--- src/rtl/conv_wload_pkg.sv ---
// ---------------------------------------------------------------------------
// conv_wload_pkg
// Shared types and constants for the convolution weight loader.
//   - wload_state_e : loader FSM states (ZFILL exists only when the
//                     CONV_WLOAD_ZERO_FILL_EN macro is defined)
//   - BANK_IDX_W    : bank-index width for the default 16-bank build
//   - bank_idx_width: bank-index width for an arbitrary bank count
// ---------------------------------------------------------------------------
package conv_wload_pkg;

    localparam int DIMENSION_DEFAULT = 16;
    localparam int BANK_IDX_W        = $clog2(DIMENSION_DEFAULT);

    // A single bank still needs a 1-bit index so the counter has a width.
    function automatic int bank_idx_width(input int dim);
        return (dim > 1) ? $clog2(dim) : 1;
    endfunction

`ifdef CONV_WLOAD_ZERO_FILL_EN
    typedef enum logic [2:0] {
        IDLE     = 3'd0,
        LOAD     = 3'd1,
        ACK      = 3'd2,
        WAIT_LOW = 3'd3,
        ZFILL    = 3'd4
    } wload_state_e;
`else
    typedef enum logic [2:0] {
        IDLE     = 3'd0,
        LOAD     = 3'd1,
        ACK      = 3'd2,
        WAIT_LOW = 3'd3
    } wload_state_e;
`endif

endpackage

--- src/rtl/conv_weight_loader_if.sv ---
// ---------------------------------------------------------------------------
// conv_weight_loader_if
// Weight stream feeding the loader.
//   tdata  : weight word (DW bits)
//   tvalid : source has a word
//   tready : loader accepts a word
//   tlast  : final word of a filter group
// Modports: master = stream source, slave = loader.
// ---------------------------------------------------------------------------
interface conv_weight_loader_if #(
    parameter int DW = 16
);
    logic [DW-1:0] tdata;
    logic          tvalid;
    logic          tready;
    logic          tlast;

    modport master (output tdata, output tvalid, output tlast, input tready);
    modport slave  (input tdata, input tvalid, input tlast, output tready);
endinterface

--- src/rtl/conv_wload_addr_gen.sv ---
// ---------------------------------------------------------------------------
// conv_wload_addr_gen
// Bank-major (bank_idx, addr) counter pair for the weight loader.
//   clk, rst_n : clock, asynchronous active-low reset
//   en         : advance one location
//   clr        : return to bank 0, address 0 (wins over en)
//   n          : words per bank (latched group size, must be non-zero)
//   bank_idx   : current bank
//   addr       : current address within the bank
//   is_final   : current location is the last of the group
// ---------------------------------------------------------------------------
module conv_wload_addr_gen
    import conv_wload_pkg::*;
#(
    parameter int Dimension      = 16,
    parameter int ADDRESS_LENGTH = 10,
    localparam int BW            = bank_idx_width(Dimension)
) (
    input  logic                      clk,
    input  logic                      rst_n,
    input  logic                      en,
    input  logic                      clr,
    input  logic [ADDRESS_LENGTH-1:0] n,
    output logic [BW-1:0]             bank_idx,
    output logic [ADDRESS_LENGTH-1:0] addr,
    output logic                      is_final
);

    localparam logic [ADDRESS_LENGTH-1:0] ONE_A     = ADDRESS_LENGTH'(1);
    localparam logic [BW-1:0]             ONE_B     = BW'(1);
    localparam logic [BW-1:0]             LAST_BANK = BW'(Dimension - 1);

    logic [ADDRESS_LENGTH-1:0] last_addr;
    logic                      addr_wrap;

    assign last_addr = n - ONE_A;
    assign addr_wrap = (addr == last_addr);
    assign is_final  = addr_wrap && (bank_idx == LAST_BANK);

    always_ff @(posedge clk or negedge rst_n) begin
        if (!rst_n) begin
            bank_idx <= '0;
            addr     <= '0;
        end else if (clr) begin
            bank_idx <= '0;
            addr     <= '0;
        end else if (en) begin
            if (addr_wrap) begin
                addr     <= '0;
                bank_idx <= bank_idx + ONE_B;
            end else begin
                addr <= addr + ONE_A;
            end
        end
    end

endmodule

--- src/rtl/conv_weight_loader.sv ---
// ---------------------------------------------------------------------------
// conv_weight_loader
// Pulls one filter group of weights from a stream and writes it bank-major
// into Dimension weight BRAMs through port A, then pulses weight_ack.
//   clk, rst_n     : clock, asynchronous active-low reset
//   weight_req     : level request from conv control (held until ack)
//   weight_ack     : one-cycle pulse, group fully written
//   words_per_bank : words per bank, sampled when the request is accepted
//   s_axis         : weight stream (slave side)
//   ena_weight     : per-bank port-A enable (one-hot on a write)
//   wea_weight     : per-bank port-A write enable
//   addra_weight   : port-A address shared by all banks
//   dina_weight    : port-A write data shared by all banks
//   busy           : high outside IDLE
//   err_tlast      : sticky framing error, cleared on the next accept
// Build option: CONV_WLOAD_ZERO_FILL_EN -- an early tlast ends the stream and
// the remaining locations are written with zero before the ack.
// ---------------------------------------------------------------------------
module conv_weight_loader
    import conv_wload_pkg::*;
#(
    parameter int DW             = 16,
    parameter int Dimension      = 16,
    parameter int ADDRESS_LENGTH = 10
) (
    input  logic                      clk,
    input  logic                      rst_n,
    input  logic                      weight_req,
    output logic                      weight_ack,
    input  logic [ADDRESS_LENGTH-1:0] words_per_bank,
    conv_weight_loader_if.slave       s_axis,
    output logic [Dimension-1:0]      ena_weight,
    output logic [Dimension-1:0]      wea_weight,
    output logic [ADDRESS_LENGTH-1:0] addra_weight,
    output logic [DW-1:0]             dina_weight,
    output logic                      busy,
    output logic                      err_tlast
);

    localparam int BW = bank_idx_width(Dimension);
    localparam logic [Dimension-1:0] BANK0_ONEHOT = Dimension'(1);

    wload_state_e              state, state_nxt;
    logic [ADDRESS_LENGTH-1:0] n_lat;
    logic [BW-1:0]             bank_idx;
    logic [ADDRESS_LENGTH-1:0] addr;
    logic                      is_final;

    logic                      accept_req;
    logic                      cnt_en;
    logic                      wr_fire;
    logic [DW-1:0]             wr_data;
    logic                      err_set;
    logic                      tready;

    logic [Dimension-1:0]      ena_p1;
    logic [Dimension-1:0]      wea_p1;
    logic [ADDRESS_LENGTH-1:0] addra_p1;
    logic [DW-1:0]             dina_p1;
    logic                      ack_p1;
    logic                      err_q;

    conv_wload_addr_gen #(
        .Dimension      (Dimension),
        .ADDRESS_LENGTH (ADDRESS_LENGTH)
    ) u_addr_gen (
        .clk      (clk),
        .rst_n    (rst_n),
        .en       (cnt_en),
        .clr      (accept_req),
        .n        (n_lat),
        .bank_idx (bank_idx),
        .addr     (addr),
        .is_final (is_final)
    );

    always_ff @(posedge clk or negedge rst_n) begin
        if (!rst_n) begin
            state <= IDLE;
        end else begin
            state <= state_nxt;
        end
    end

    always_comb begin
        state_nxt  = state;
        accept_req = 1'b0;
        cnt_en     = 1'b0;
        wr_fire    = 1'b0;
        wr_data    = s_axis.tdata;
        err_set    = 1'b0;
        tready     = 1'b0;
        case (state)
            IDLE: begin
                if (weight_req) begin
                    accept_req = 1'b1;
                    // An empty group skips straight to the acknowledge.
                    state_nxt  = (words_per_bank == '0) ? ACK : LOAD;
                end
            end
            LOAD: begin
                tready = 1'b1;
                if (s_axis.tvalid) begin
                    cnt_en  = 1'b1;
                    wr_fire = 1'b1;
                    if (is_final) begin
                        err_set   = !s_axis.tlast;
                        state_nxt = ACK;
                    end else if (s_axis.tlast) begin
                        err_set = 1'b1;
`ifdef CONV_WLOAD_ZERO_FILL_EN
                        state_nxt = ZFILL;
`endif
                    end
                end
            end
`ifdef CONV_WLOAD_ZERO_FILL_EN
            ZFILL: begin
                // One zero word per cycle, same bank-major order as the stream.
                cnt_en  = 1'b1;
                wr_fire = 1'b1;
                wr_data = '0;
                if (is_final) begin
                    state_nxt = ACK;
                end
            end
`endif
            ACK: begin
                state_nxt = WAIT_LOW;
            end
            WAIT_LOW: begin
                // Requester may still hold req for a cycle after seeing ack.
                if (!weight_req) begin
                    state_nxt = IDLE;
                end
            end
            default: begin
                state_nxt = IDLE;
            end
        endcase
    end

    always_ff @(posedge clk or negedge rst_n) begin
        if (!rst_n) begin
            n_lat <= '0;
            err_q <= 1'b0;
        end else begin
            if (accept_req) begin
                n_lat <= words_per_bank;
            end
            if (accept_req) begin
                err_q <= 1'b0;
            end else if (err_set) begin
                err_q <= 1'b1;
            end
        end
    end

    // ---- p1: registered port-A write and acknowledge ----
    always_ff @(posedge clk or negedge rst_n) begin
        if (!rst_n) begin
            ena_p1   <= '0;
            wea_p1   <= '0;
            addra_p1 <= '0;
            dina_p1  <= '0;
            ack_p1   <= 1'b0;
        end else begin
            ena_p1 <= wr_fire ? (BANK0_ONEHOT << bank_idx) : '0;
            wea_p1 <= wr_fire ? (BANK0_ONEHOT << bank_idx) : '0;
            if (wr_fire) begin
                addra_p1 <= addr;
                dina_p1  <= wr_data;
            end
            ack_p1 <= (state == ACK);
        end
    end

    assign s_axis.tready = tready;
    assign ena_weight    = ena_p1;
    assign wea_weight    = wea_p1;
    assign addra_weight  = addra_p1;
    assign dina_weight   = dina_p1;
    assign weight_ack    = ack_p1;
    assign busy          = (state != IDLE);
    assign err_tlast     = err_q;

endmodule

--- src/flat_wrapper.sv ---
// flat-port wrapper written by rule: the top's interface ports become plain ports
module conv_weight_loader_flat import conv_wload_pkg::*;
#(
    parameter int DW             = 16,
    parameter int Dimension      = 16,
    parameter int ADDRESS_LENGTH = 10
)
  (clk, rst_n, weight_req, weight_ack, words_per_bank, ena_weight, wea_weight, addra_weight, dina_weight, busy, err_tlast, s_axis_tdata, s_axis_tvalid, s_axis_tlast, s_axis_tready);
  conv_weight_loader_if #(.DW(DW)) s_axis_i ();
  input  logic clk;
  input  logic rst_n;
  input  logic weight_req;
  output logic weight_ack;
  input  logic [ADDRESS_LENGTH-1:0] words_per_bank;
  output logic [Dimension-1:0] ena_weight;
  output logic [Dimension-1:0] wea_weight;
  output logic [ADDRESS_LENGTH-1:0] addra_weight;
  output logic [DW-1:0] dina_weight;
  output logic busy;
  output logic err_tlast;
  input wire logic [$bits(s_axis_i.tdata)-1:0] s_axis_tdata;
  input wire logic [$bits(s_axis_i.tvalid)-1:0] s_axis_tvalid;
  input wire logic [$bits(s_axis_i.tlast)-1:0] s_axis_tlast;
  output wire logic [$bits(s_axis_i.tready)-1:0] s_axis_tready;
  assign s_axis_i.tdata = s_axis_tdata;
  assign s_axis_i.tvalid = s_axis_tvalid;
  assign s_axis_i.tlast = s_axis_tlast;
  assign s_axis_tready = s_axis_i.tready;
  conv_weight_loader #(.DW(DW), .Dimension(Dimension), .ADDRESS_LENGTH(ADDRESS_LENGTH)) u_core (.clk(clk), .rst_n(rst_n), .weight_req(weight_req), .weight_ack(weight_ack), .words_per_bank(words_per_bank), .s_axis(s_axis_i), .ena_weight(ena_weight), .wea_weight(wea_weight), .addra_weight(addra_weight), .dina_weight(dina_weight), .busy(busy), .err_tlast(err_tlast));
endmodule
--- config.mk ---
export PLATFORM = sky130hd
export DESIGN_NAME = conv_weight_loader_flat
export DESIGN_NICKNAME = d
export VERILOG_FILES = /design/src/rtl/conv_wload_pkg.sv /design/src/rtl/conv_weight_loader_if.sv /design/src/rtl/conv_wload_addr_gen.sv /design/src/rtl/conv_weight_loader.sv /design/src/flat_wrapper.sv
export SDC_FILE = /design/constraint.sdc
export NUM_CORES = 1
export LEC_CHECK = 0
export CAP_MARGIN = 15
export CORE_MARGIN = 2
export CORE_UTILIZATION = 52
export CTS_CLUSTER_SIZE = 14
export DETAILED_ROUTE_END_ITERATION = 10
export PLACE_DENSITY_LB_ADDON = 0.08
export SLEW_MARGIN = 20
export SYNTH_ARGS = -nofsm -noshare
export SYNTH_HDL_FRONTEND = slang
export SYNTH_SLANG_ARGS = --single-unit
--- constraint.sdc ---
create_clock -name clk -period 4.01 [get_ports clk]
set_clock_uncertainty 0.05 [all_clocks]
set_input_delay 1.203 -clock clk [delete_from_list [all_inputs] [get_ports clk]]
set_output_delay 1.203 -clock clk [all_outputs]
set_load 0.02 [all_outputs]
==> results of run 1 <==
cell usage after synthesis (all sizes together) (4+ instances only):
cell type  count
mux2i          7
clkbuf        13
and2          10
nand2        117
o211ai         6
buf           18
xor2           4
dfrtp         70
nor2           7
nand4          4
and3          15
nor3          11
xnor2          7
nand3         12
o21ai         18
inv            8
ha            13
nor4           4
routing by layer:
layer,global-route usage,vias up,routed length (µm)
li1,-,1415,-
met1,0.2819,1379,3295
met2,0.3939,77,3996
met3,0.05048,9,392
met4,0.04688,0,74
met5,0,-,0
report_power, final:
| part | internal [mW] | switching (mW) | total, mW | leakage (nW) |
|---|---|---|---|---|
| Sequential | 0.870 | 0.151 | 1.02 | 0.930 |
| Combinational | 0.488 | 0.628 | 1.12 | 1.14 |
| Clock | 0.371 | 0.279 | 0.650 | 0.113 |
| Total | 1.73 | 1.06 | 2.79 | 2.19 |
registers in the layout, indices dropped and copies added, names as in the netlist, 2 cells and up:
| register | flops |
|---|---|
| u_core.dina_weight | 16 |
| u_core.u_addr_gen.bank_idx | 4 |
| u_core.ena_weight | 16 |
| u_core.state | 2 |
| u_core.n_lat | 10 |
| u_core.u_addr_gen.addr | 10 |
| u_core.addra_weight | 10 |
final cells by class:
| class | instances | area share |
|---|---|---|
| tap | 77 | 0.02085 |
| timing repair buffer | 97 | 0.2063 |
| sequential | 70 | 0.3791 |
| clock inverter | 6 | 0.02031 |
| multi-input combinational | 268 | 0.3371 |
| inverter | 8 | 0.006499 |
| clock buffer | 10 | 0.02979 |
per-stage QoR:
step / utilization / instances / instance area, µm²
after global placement: 0.6796 / 520 / 4389
after CTS: 0.7154 / 536 / 4621
after detailed placement: 0.6796 / 520 / 4389
after floorplan: - / 377 / 3516
after global routing: 0.7154 / 536 / 4621
final: 0.7154 / 536 / 4621
how the worst max path moves through the flow:
stage / end / depth (start not counted) / slack, ps / startpoint
floorplan: u_core.state[0]$_DFFE_PN0P_ / 6 / 1620 / words_per_bank[1]
global placement: u_core.state[0]$_DFFE_PN0P_ / 7 / 1030 / words_per_bank[5]
detailed placement: u_core.state[0]$_DFFE_PN0P_ / 7 / 1010 / words_per_bank[5]
CTS: s_axis_tready / 3 / 830 / u_core.state[1]$_DFFE_PN0P_
global route: s_axis_tready / 3 / 740 / u_core.state[1]$_DFFE_PN0P_
finish: s_axis_tready / 3 / 820 / u_core.state[1]$_DFFE_PN0P_
worst max-delay path, cell delays in order (launching register included):
cell and delay [ps]:
dfrtp_1 460, inv_1 160, ha_1 320, clkdlybuf4s50_1 660
logic make-up (layout without fill, tap and decap cells):
logic type	after synthesis	in the layout
AND/OR/NAND/NOR	194	194
flip-flops	70	70
buffers and inverters	39	121
adder cells (fa/ha/maj)	13	13
multiplexers	7	7
XOR/XNOR	12	12
AO/OA/AOI/OAI	42	42
==> metrics, run 1 <==
status=completed; filler instances=501; FMAX=313.9 MHz; Hold Path Stages=2; gr ovfl total=0; Port-buffer cells=92; Cell variety after synth=49; synth-to-layout area growth=31.42%; Worst-Skew Late Latency=340 ps; share of the synthesized area in the top cell type=0.4982; # rows=29; CTS resizes=0; GPL Wtd Cong=0.7442; required time of the worst setup path=2760 ps; commonest non-fill, non-tap cells in the layout=nand2_1 (117), clkdlybuf4s50_1 (91), dfrtp_1 (70); max-slew violation count=0; die width=86.23 µm; Seq. cell area=1752 µm²; simple-gate portion of the synthesized area=0.2580; largest net degree at the start of global routing=41; Mapped Cells=377; first-pass GRT wire length=13140 µm; cts hold-fix bufs=0; final setup vio count=0; ratio of cells with drive above 1 in the final layout=0.06100; net count after synthesis=421; hold wc startpoint=u_core.dina_weight[14]$_DFFE_PN0P_; r2r setup slk=1230 ps; H-Tree Depth=3; ANT nets after route=0; PnR worst setup slack=824.6 ps; DRC Markers=0; reg2reg path depth=8; area of the multi-input gates=1558 µm²; reg2reg start=u_core.n_lat[0]$_DFFE_PN0P_; nature of the critical path endpoint=primary output; synthesized area=3516 µm²; register area share after synthesis=0.4982; Post-Synth Adder-Cell Area=0.04626; largest area contributor in the netlist=dfrtp_1; vias in the first global route=2838; Min-Delay Path Class=flop to flop; Initial Util=0.5444; Post-Synth XOR/XNOR Area=0.03381; root buffer cell=clkbuf_8; fin crit period=3185 ps; main flop type after synthesis=dfrtp_1; total wire length=7757 µm; DR vias=2880; CP Launch Type=flop; CP max FO=8; Die ar.=7435 µm²; critical setup path kind=flop to primary output; Sink Count=70; worst hold margin=426.6 ps; Post-synth EDFFs=0; vias per cell=5.373; Post-Syn Area per Cell=9.326 µm²; total CTS buffers=9; router iterations before antenna repair=4; Hold EP=u_core.dina_weight[14]$_DFFE_PN0P_; per-cell routed wire length=14.47 µm; IO Pins=93; RSZ-0062 raised after global routing=false; Worst-Margin Slew=807.9 ps; Slew Limit Headroom=0.4614; mux cell area share after synthesis=0.01993; Max-Cap Viols=0; Antenna diodes=0; asr flop ratio synth=1.000; Detailed Place HPWL=5453 µm; worst reg2reg endpoint=u_core.state[0]$_DFFE_PN0P_; Die Y=86.23 µm; Tot GR Track Use=0.2227; largest family of logic cells by synthesized area=simple AND/OR/NAND/NOR gates; antenna violations before repair=0; clock transition at the registers of the reported paths=80 ps; setup slack at placement=1008 ps; Synth Warn #=0; Period Utilization, post-route=0.7944; Setup Buffers After CTS=0; Data arrival, critical path=1930 ps; Design Power=2.788 mW; LEAKAGE=2.187 nW; most common cell after layout, fill and taps aside=nand2_1; Max Buffers Root-to-Sink=2; core area=6459 µm²; initial DRC count=183; Compound-Gate Fraction of Synth Area=0.08505; maximum vdd drop=0.0003219 V; final hold violation count=0; final net count=498; largest cells by area after synthesis=dfrtp_1 (50%), nand2_1 (12%), ha_1 (4.6%), buf_4 (3.4%), and3_1 (2.7%); PD cells=603.4 nW/µm²; CTS tree=built; #FFs+latches synth=70; setup TNS=0 ps
Note: power is estimated with default switching activity, not from simulation.
==> run 2, diff against run 1 <==
- CORE_UTILIZATION: 52 -> 44
- clock period: 4.01 -> 2.79 ns (I/O delays scaled with it)
==> run 2 against run 1 <==
Compared with the run above:
- sequential power is 43% higher
- total power is 42% higher
- count of clock-buffer cells in the layout stayed put
- sequential cell count stayed put
- design area is 1.9% higher
- first-iteration DRC count is 7.1% lower
- routed wire length is 5.5% lower
- hold slack better by 0.70 ps
- setup slack worse by 550 ps
- via count is 0.94% lower
- critical path type is now flop to flop
- largest power group unchanged
==> metrics, run 2 (same netlist as run 1, synthesis figures left out) <==
status=completed; IO Pins=93 (unchanged); Die Y=93.39 µm (+8.3%); Tot GR Track Use=0.1798 (-0.04297); Period Utilization, post-route=0.9012; root buffer cell=clkbuf_8; H-Tree Depth=3 (unchanged); max-slew violation count=0 (unchanged); critical setup path kind=flop to flop; ratio of cells with drive above 1 in the final layout=0.07940 (+0.01840); initial DRC count=170 (-7.1%); maximum vdd drop=0.0004161 V (+29%); DR vias=2853 (-0.94%); final net count=505 (+1.4%); Initial Util=0.4550 (-0.08938); LEAKAGE=2.224 nW (+1.7%); FMAX=397.7 MHz; largest net degree at the start of global routing=44 (+7.3%); Slew Limit Headroom=0.5511 (+0.08972); most common cell after layout, fill and taps aside=nand2_1; Antenna diodes=0 (unchanged); Min-Delay Path Class=flop to flop; gr ovfl total=0 (unchanged); die width=93.39 µm (+8.3%); commonest non-fill, non-tap cells in the layout=nand2_1 (117), clkdlybuf4s50_1 (89), dfrtp_1 (68); Crit-path slowest cell=or4_1; Max stage delay on crit path=530 ps (-130 ps); final hold violation count=0 (unchanged); Worst-Margin Slew=673.3 ps (-134.6 ps); cts hold-fix bufs=0 (unchanged); Max-Cap Viols=0 (unchanged); Port-buffer cells=92 (unchanged); antenna violations before repair=0 (unchanged); CTS tree=built; setup TNS=0 ps (unchanged); first-pass GRT wire length=12180 µm (-7.3%); Data arrival, critical path=2730 ps (+800 ps); worst path cell trace=or4_1 > or3_1 > a211oi_2 > o211ai_4 > nor3_4 > buf_12 > mux2i_1; RSZ-0062 raised after global routing=false; Finished Layout Cells=568 (+6.0%); CP max FO=10 (+2); Die ar.=8722 µm² (+17%); ANT nets after route=0 (unchanged); total CTS buffers=9 (unchanged); Detailed Place HPWL=5340 µm (-2.1%); nature of the critical path endpoint=flop; clock transition at the registers of the reported paths=80 ps (about the same); core area=7727 µm² (+20%); Worst-Skew Late Latency=350 ps (about the same); vias in the first global route=2498 (-12%); PD cells=840.3 nW/µm² (+39%); final setup vio count=0 (unchanged); total wire length=7333 µm (-5.5%); Max Buffers Root-to-Sink=2 (unchanged); router iterations before antenna repair=4 (unchanged); GPL Wtd Cong=0.7743 (+4.0%); per-cell routed wire length=12.91 µm (-11%); CP top delay family=simple AND/OR/NAND/NOR gates; DRC Markers=0 (unchanged); Sink Count=70 (unchanged); required time of the worst setup path=3010 ps (+250 ps); CP Launch Type=flop; # rows=32 (+10%); fin crit period=2514 ps; critical path buffer and inverter count=1 (-1); synth-to-layout area growth=33.99%; vias per cell=5.023 (-6.5%); Post-Place Cells=551 (+6.0%)
[run 2: path summary, 6_finish.rpt]
path / from / endpoint / slack [ps] / cells after the start
setup reg to reg: u_core.n_lat[2]$_DFFE_PN0P_ / u_core.u_addr_gen.bank_idx[0]$_DFFE_PN0P_ / 280 / 7
max in group asynchronous: rst_n / u_core.dina_weight[2]$_DFFE_PN0P_ / 1560 / 2
min in group asynchronous: rst_n / u_core.ena_weight[9]$_DFF_PN0_ / 470 / 1
hold reg to reg: u_core.addra_weight[8]$_DFFE_PN0P_ / u_core.addra_weight[8]$_DFFE_PN0P_ / 430 / 2
hold / removal: u_core.addra_weight[8]$_DFFE_PN0P_ / u_core.addra_weight[8]$_DFFE_PN0P_ / 430 / 2
setup / recovery: u_core.n_lat[2]$_DFFE_PN0P_ / u_core.u_addr_gen.bank_idx[0]$_DFFE_PN0P_ / 280 / 7
[run 2: per-stage QoR]
step	hold slack [ps]	total power, mW	worst slack, ps	cell area, µm²	util
2_1_floorplan	439.4	2.480	398.4	3516	-
4_1_cts	430.7	3.996	24.89	4686	0.6064
3_3_place_gp	405.8	3.104	160.3	4478	0.5795
3_5_place_dp	411.2	3.149	108.4	4478	0.5795
5_1_grt	453.1	4.268	127.6	4711	0.6096
6_report	427.3	3.958	275.5	4711	0.6096
[run 2: what timing repair did]
item | 4_1_cts | 5_1_grt
pin swaps | 0 | 1
gates resized for setup | 1 | 3
buffers inserted | 0 | 1
endpoints found under the setup margin | 1 | 2
[run 2: area by class of cell]
class                           count  area (µm²)
Clock buffer                       10       137.6
Clock inverter                      6       71.32
Fill cell                         660        3017
Inverter                            8       30.03
Multi-Input combinational cell    268        1558
Sequential cell                    70        1754
Tap cell                          102       127.6
Timing Repair Buffer              104        1032
[run 2: worst min-delay path, cell delays in order (launching register included)]
cell     delay (ps)
dfrtp_1         340
nand2_1          50
nand2_1          50
[run 2: report_power, final]
part,switching (mW),internal [mW]
registers,0.206,1.25
logic,0.897,0.755
clock network,0.404,0.441
[run 2: per-layer routing]
metal  vias up  part of all wire  routed length (µm)  GRT usage
li1       1429                 -                   -          -
met1      1331              0.47                3477     0.2456
met2        82              0.46                3371     0.2746
met3        11             0.053                 389    0.04835
met4         0             0.013                  95    0.06740
met5         -                 0                   0          0
==> variant 1 (config.mk and constraints of run 2) <==
Reset style: synchronous (`rst_n`), changed in 4 clocked blocks. Comments in the files are not updated.
--- a/src/rtl/conv_wload_addr_gen.sv
+++ b/src/rtl/conv_wload_addr_gen.sv
@@ -38,5 +38,5 @@
     assign is_final  = addr_wrap && (bank_idx == LAST_BANK);
 
-    always_ff @(posedge clk or negedge rst_n) begin
+    always_ff @(posedge clk) begin
         if (!rst_n) begin
             bank_idx <= '0;
--- a/src/rtl/conv_weight_loader.sv
+++ b/src/rtl/conv_weight_loader.sv
@@ -75,5 +75,5 @@
     );
 
-    always_ff @(posedge clk or negedge rst_n) begin
+    always_ff @(posedge clk) begin
         if (!rst_n) begin
             state <= IDLE;
@@ -141,5 +141,5 @@
     end
 
-    always_ff @(posedge clk or negedge rst_n) begin
+    always_ff @(posedge clk) begin
         if (!rst_n) begin
             n_lat <= '0;
@@ -158,5 +158,5 @@
 
     // ---- p1: registered port-A write and acknowledge ----
-    always_ff @(posedge clk or negedge rst_n) begin
+    always_ff @(posedge clk) begin
         if (!rst_n) begin
             ena_p1   <= '0;
Behaviour: differs if rst_n is asserted again (counterexample within 4 cycles, from zero or initial values and one cycle with rst_n low); with rst_n held inactive, the same outputs for 10 cycles.
==> variant 1 against run 2 <==
Synthesized area fell by 9.5%; final area decreased by 9.0%; sequential share of layout area fell by 4.5 points; synthesized cell count rose by 0.53%; sequential cell count is the same; count of clock-buffer cells in the layout decreased by 1; wire length decreased by 0.29%; worst setup slack lost 0.093 ns; highest routed layer unchanged.
Power is not compared: it rests on default switching activity, and its combinational part moved more than twofold at a synthesized area within 25%.
==> variant 1: results (changes against run 2) <==
| Metric | Value |
|---|---|
| Sequential share of the synthesized area | 0.440 (-0.0578) |
| Final std cells w/o fill | 554 (-2.5%) |
| WL/cell | 13.2 um (+2.2%) |
| R2r worst-path depth | 10 (+3) |
| Endpoint, Worst Hold | u_core.dina_weight[11]$_SDFFE_PN0P_ |
| Measured slew at the worst slew-check pin | 0.382 ns (-0.291 ns) |
| # fillers | 643 (-2.6%) |
| CP Capture Point | s_axis_tready |
| Worst slack, placed | 0.285 ns (+0.176 ns) |
| Vias in the first global route | 2,488 (-0.40%) |
| Distinct cells, synth | 42 (-14%) |
| R2R Setup Slk | 0.25 ns (-0.03 ns) |
| Worst r2r src | u_core.n_lat[0]$_SDFFE_PN0P_ |
| First-pass GRT wire length | 11.4 mm (-6.5%) |
| Clock latency on the worst-skew pair | 0.34 ns |
| Drt first pass iters | 4 (unchanged) |
| Mapped Nets | 422 (+0.24%) |
| Via Count | 2,714 (-4.9%) |
| Synth Flop Type | dfxtp_1 |
| CP arrival | 1.72 ns (-1.01 ns) |
| Async SR Flop Fraction | 0 (-1.00) |
| Worst VDD drop | 0.420 mV |
| Largest net degree at the start of global routing | 24 (-45%) |
| Final nets | 496 (-1.8%) |
| RR Endpoint | u_core.u_addr_gen.bank_idx[3]$_SDFFE_PP0P_ |
| Cells after synthesis | 379 (+0.53%) |
| Status | finished, final reports clean |
| Most frequent cells after synthesis | nand2_1, dfxtp_1, a21boi_1, nor2_1, clkbuf_1 |
| Placed cells | 538 (-2.4%) |
| Post-DP HPWL | 5.45 mm (+2.0%) |
| WHS Path Cells | 2 (unchanged) |
| Placer's final routability congestion estimate | 0.830 (+7.2%) |
| 1st-iter DRT viols | 80 (-53%) |
| Crit Path Max Fanout | 5 (-5) |
| Instance area at placement | 4090 sq um (-8.8%) |
| GRT Util Overall | 0.189 (+0.00881) |
| Hold WS | 0.402 ns (-0.0254 ns) |
| Largest cells by area after synthesis | dfxtp_1, nand2_1, a21boi_1 |
| Layout cells sized above 1 | 0.0611 (-0.0183) |
| Period minus WS final | 2.61 ns (+0.0930 ns) |
| Critical Path Start | u_core.state[1]$_SDFFE_PN0P_ |
variant 1: kinds of logic after synthesis:
kind of cell,Yosys count,synth area share
AO/OA/AOI/OAI,57,0.135
multiplexers,3,0.00944
flip-flops,70,0.440
AND/OR/NAND/NOR,170,0.236
adder cells (fa/ha/maj),12,0.0472
XOR/XNOR,20,0.0551
buffers and inverters,47,0.0763
variant 1: where the power goes:
part           switching [uW]  internal (uW)
Combinational             415            342
Sequential               70.8           1070
Clock                     397            415
variant 1: what timing repair did:
action	in CTS	in global routing
setup buffers	0	0
gates resized for setup	0	1
setup endpoints to repair	0	1
variant 1: per-layer routing:
| metal | share of wire | GRT usage | wire [um] | vias up |
|---|---|---|---|---|
| met4 | 0.022 | 0.0936 | 158 | 0 |
| met3 | 0.067 | 0.0683 | 488 | 14 |
| met5 | 0 | 0 | 0 | - |
| met2 | 0.45 | 0.300 | 3270 | 84 |
| met1 | 0.46 | 0.226 | 3400 | 1226 |
| li1 | - | - | - | 1390 |
variant 1: cell type report:
type / count / area [sq um] / area share
Clock buffer: 9 / 124 / 0.0289
Inverter: 8 / 30.0 / 0.00701
Tap cell: 96 / 120 / 0.0280
Timing Repair Buffer: 102 / 998 / 0.233
Sequential cell: 70 / 1400 / 0.327
Multi-Input combinational cell: 262 / 1540 / 0.359
Clock inverter: 7 / 73.8 / 0.0172
variant 1: worst max-delay path: stages, from the launching register on:
cell	delay, ns
dfxtp_1	0.36
inv_1	0.12
ha_1	0.25
clkdlybuf4s50_1	0.65
==> variant 2 (config.mk and constraints of run 2) <==
Without the edit above. Build with the macro `CONV_WLOAD_ZERO_FILL_EN` defined.
--- a/src/rtl/conv_wload_pkg.sv
+++ b/src/rtl/conv_wload_pkg.sv
@@ -7,4 +7,6 @@
 //   - bank_idx_width: bank-index width for an arbitrary bank count
 // ---------------------------------------------------------------------------
+`define CONV_WLOAD_ZERO_FILL_EN
+
 package conv_wload_pkg;
 
Behaviour: not the same (Yosys sat finds a counterexample within 4 cycles, from zero or initial values and one cycle with rst_n low).
==> variant 2 against run 2 <==
Final area rose by 2.3%; sequential cell count rose by 1; wire length grew 16%; synthesized cell count increased by 4.5%; fmax decreased by 2.7%; first-iteration DRC count fell by 7.1%; combinational power up 13%; synthesized area grew 4.2%; worst setup slack worse by 0.070 ns; hold slack lost 0.0085 ns; sequential power grew 3%; cell count rose by 2.3%; power increased by 8.5%; largest power group unchanged; highest routed layer unchanged.
==> variant 2: results (changes against run 2) <==
| Metric | Value |
|---|---|
| Max stage delay on crit path | 0.50 ns (-0.03 ns) |
| Worst slack, placed | 0.0832 ns (-0.0253 ns) |
| Non-clk bufs | 106 (+1.9%) |
| 1st-iter DRT viols | 158 (-7.1%) |
| Layout non-clock buf frac | 0.217 (-0.00172) |
| Seq power | 1510 uW (+3%) |
| CP arrival | 2.74 ns (about the same) |
| Final worst setup slack | 0.205 ns (-0.0704 ns) |
| Final nets | 510 (+0.99%) |
| Critical Path Start | u_core.n_lat[1]$_DFFE_PN0P_ |
| Distinct cells, synth | 47 (-4.1%) |
| Switching share of power | 0.394 (+0.0129) |
| # fillers | 749 (+13%) |
| # clk buffers | 11 (+1) |
| Pwr per Cell Area | 892 nW/um^2 (+6.1%) |
| Most frequent cells after synthesis | nand2_1, dfrtp_1, a21oi_1, and3_1, o21ai_0 |
| Vias in the first global route | 2,916 (+17%) |
| First-pass GRT wire length | 13.9 mm (+14%) |
| Mapped Nets | 433 (+2.9%) |
| Via Count | 3,068 (+7.5%) |
| GRT Util Overall | 0.198 (+0.0181) |
| Post-DP HPWL | 6.10 mm (+14%) |
| Status | finished, final reports clean |
| Largest net degree at the start of global routing | 36 (-18%) |
| Measured slew at the worst slew-check pin | 0.551 ns (-0.122 ns) |
| Multi-input combinational area share | 0.335 (+0.00387) |
| Layout cells sized above 1 | 0.0903 (+0.0109) |
| Leak | 0.00217 uW (-2.4%) |
## variant 2: layer usage
metal  GRT usage  routed length [um]  part of all wire
met1       0.261                3770              0.44
met3      0.0506                 530             0.062
met5           0                   0                 0
met2       0.316                4080              0.48
met4      0.0713                 135             0.016
## variant 2: metrics by stage
stage / cell area [sq um] / hold WS [ns] / instances
floorplan: 3660 / 0.417 / 394
global placement: 4590 / 0.407 / 565
detailed placement: 4590 / 0.411 / 565
CTS: 4810 / 0.426 / 581
global route: 4820 / 0.438 / 581
finish: 4820 / 0.419 / 581
## variant 2: logic make-up (layout without fill, tap and decap cells)
logic type | Yosys count | count (layout) | synth area share
compound gates | 62 | 62 | 0.105
xor+xnor | 11 | 11 | 0.0263
fa+ha+maj | 8 | 8 | 0.0273
buf+inv | 47 | 129 | 0.0789
flops | 71 | 71 | 0.485
mux | 5 | 5 | 0.0137
simple gates | 190 | 190 | 0.263
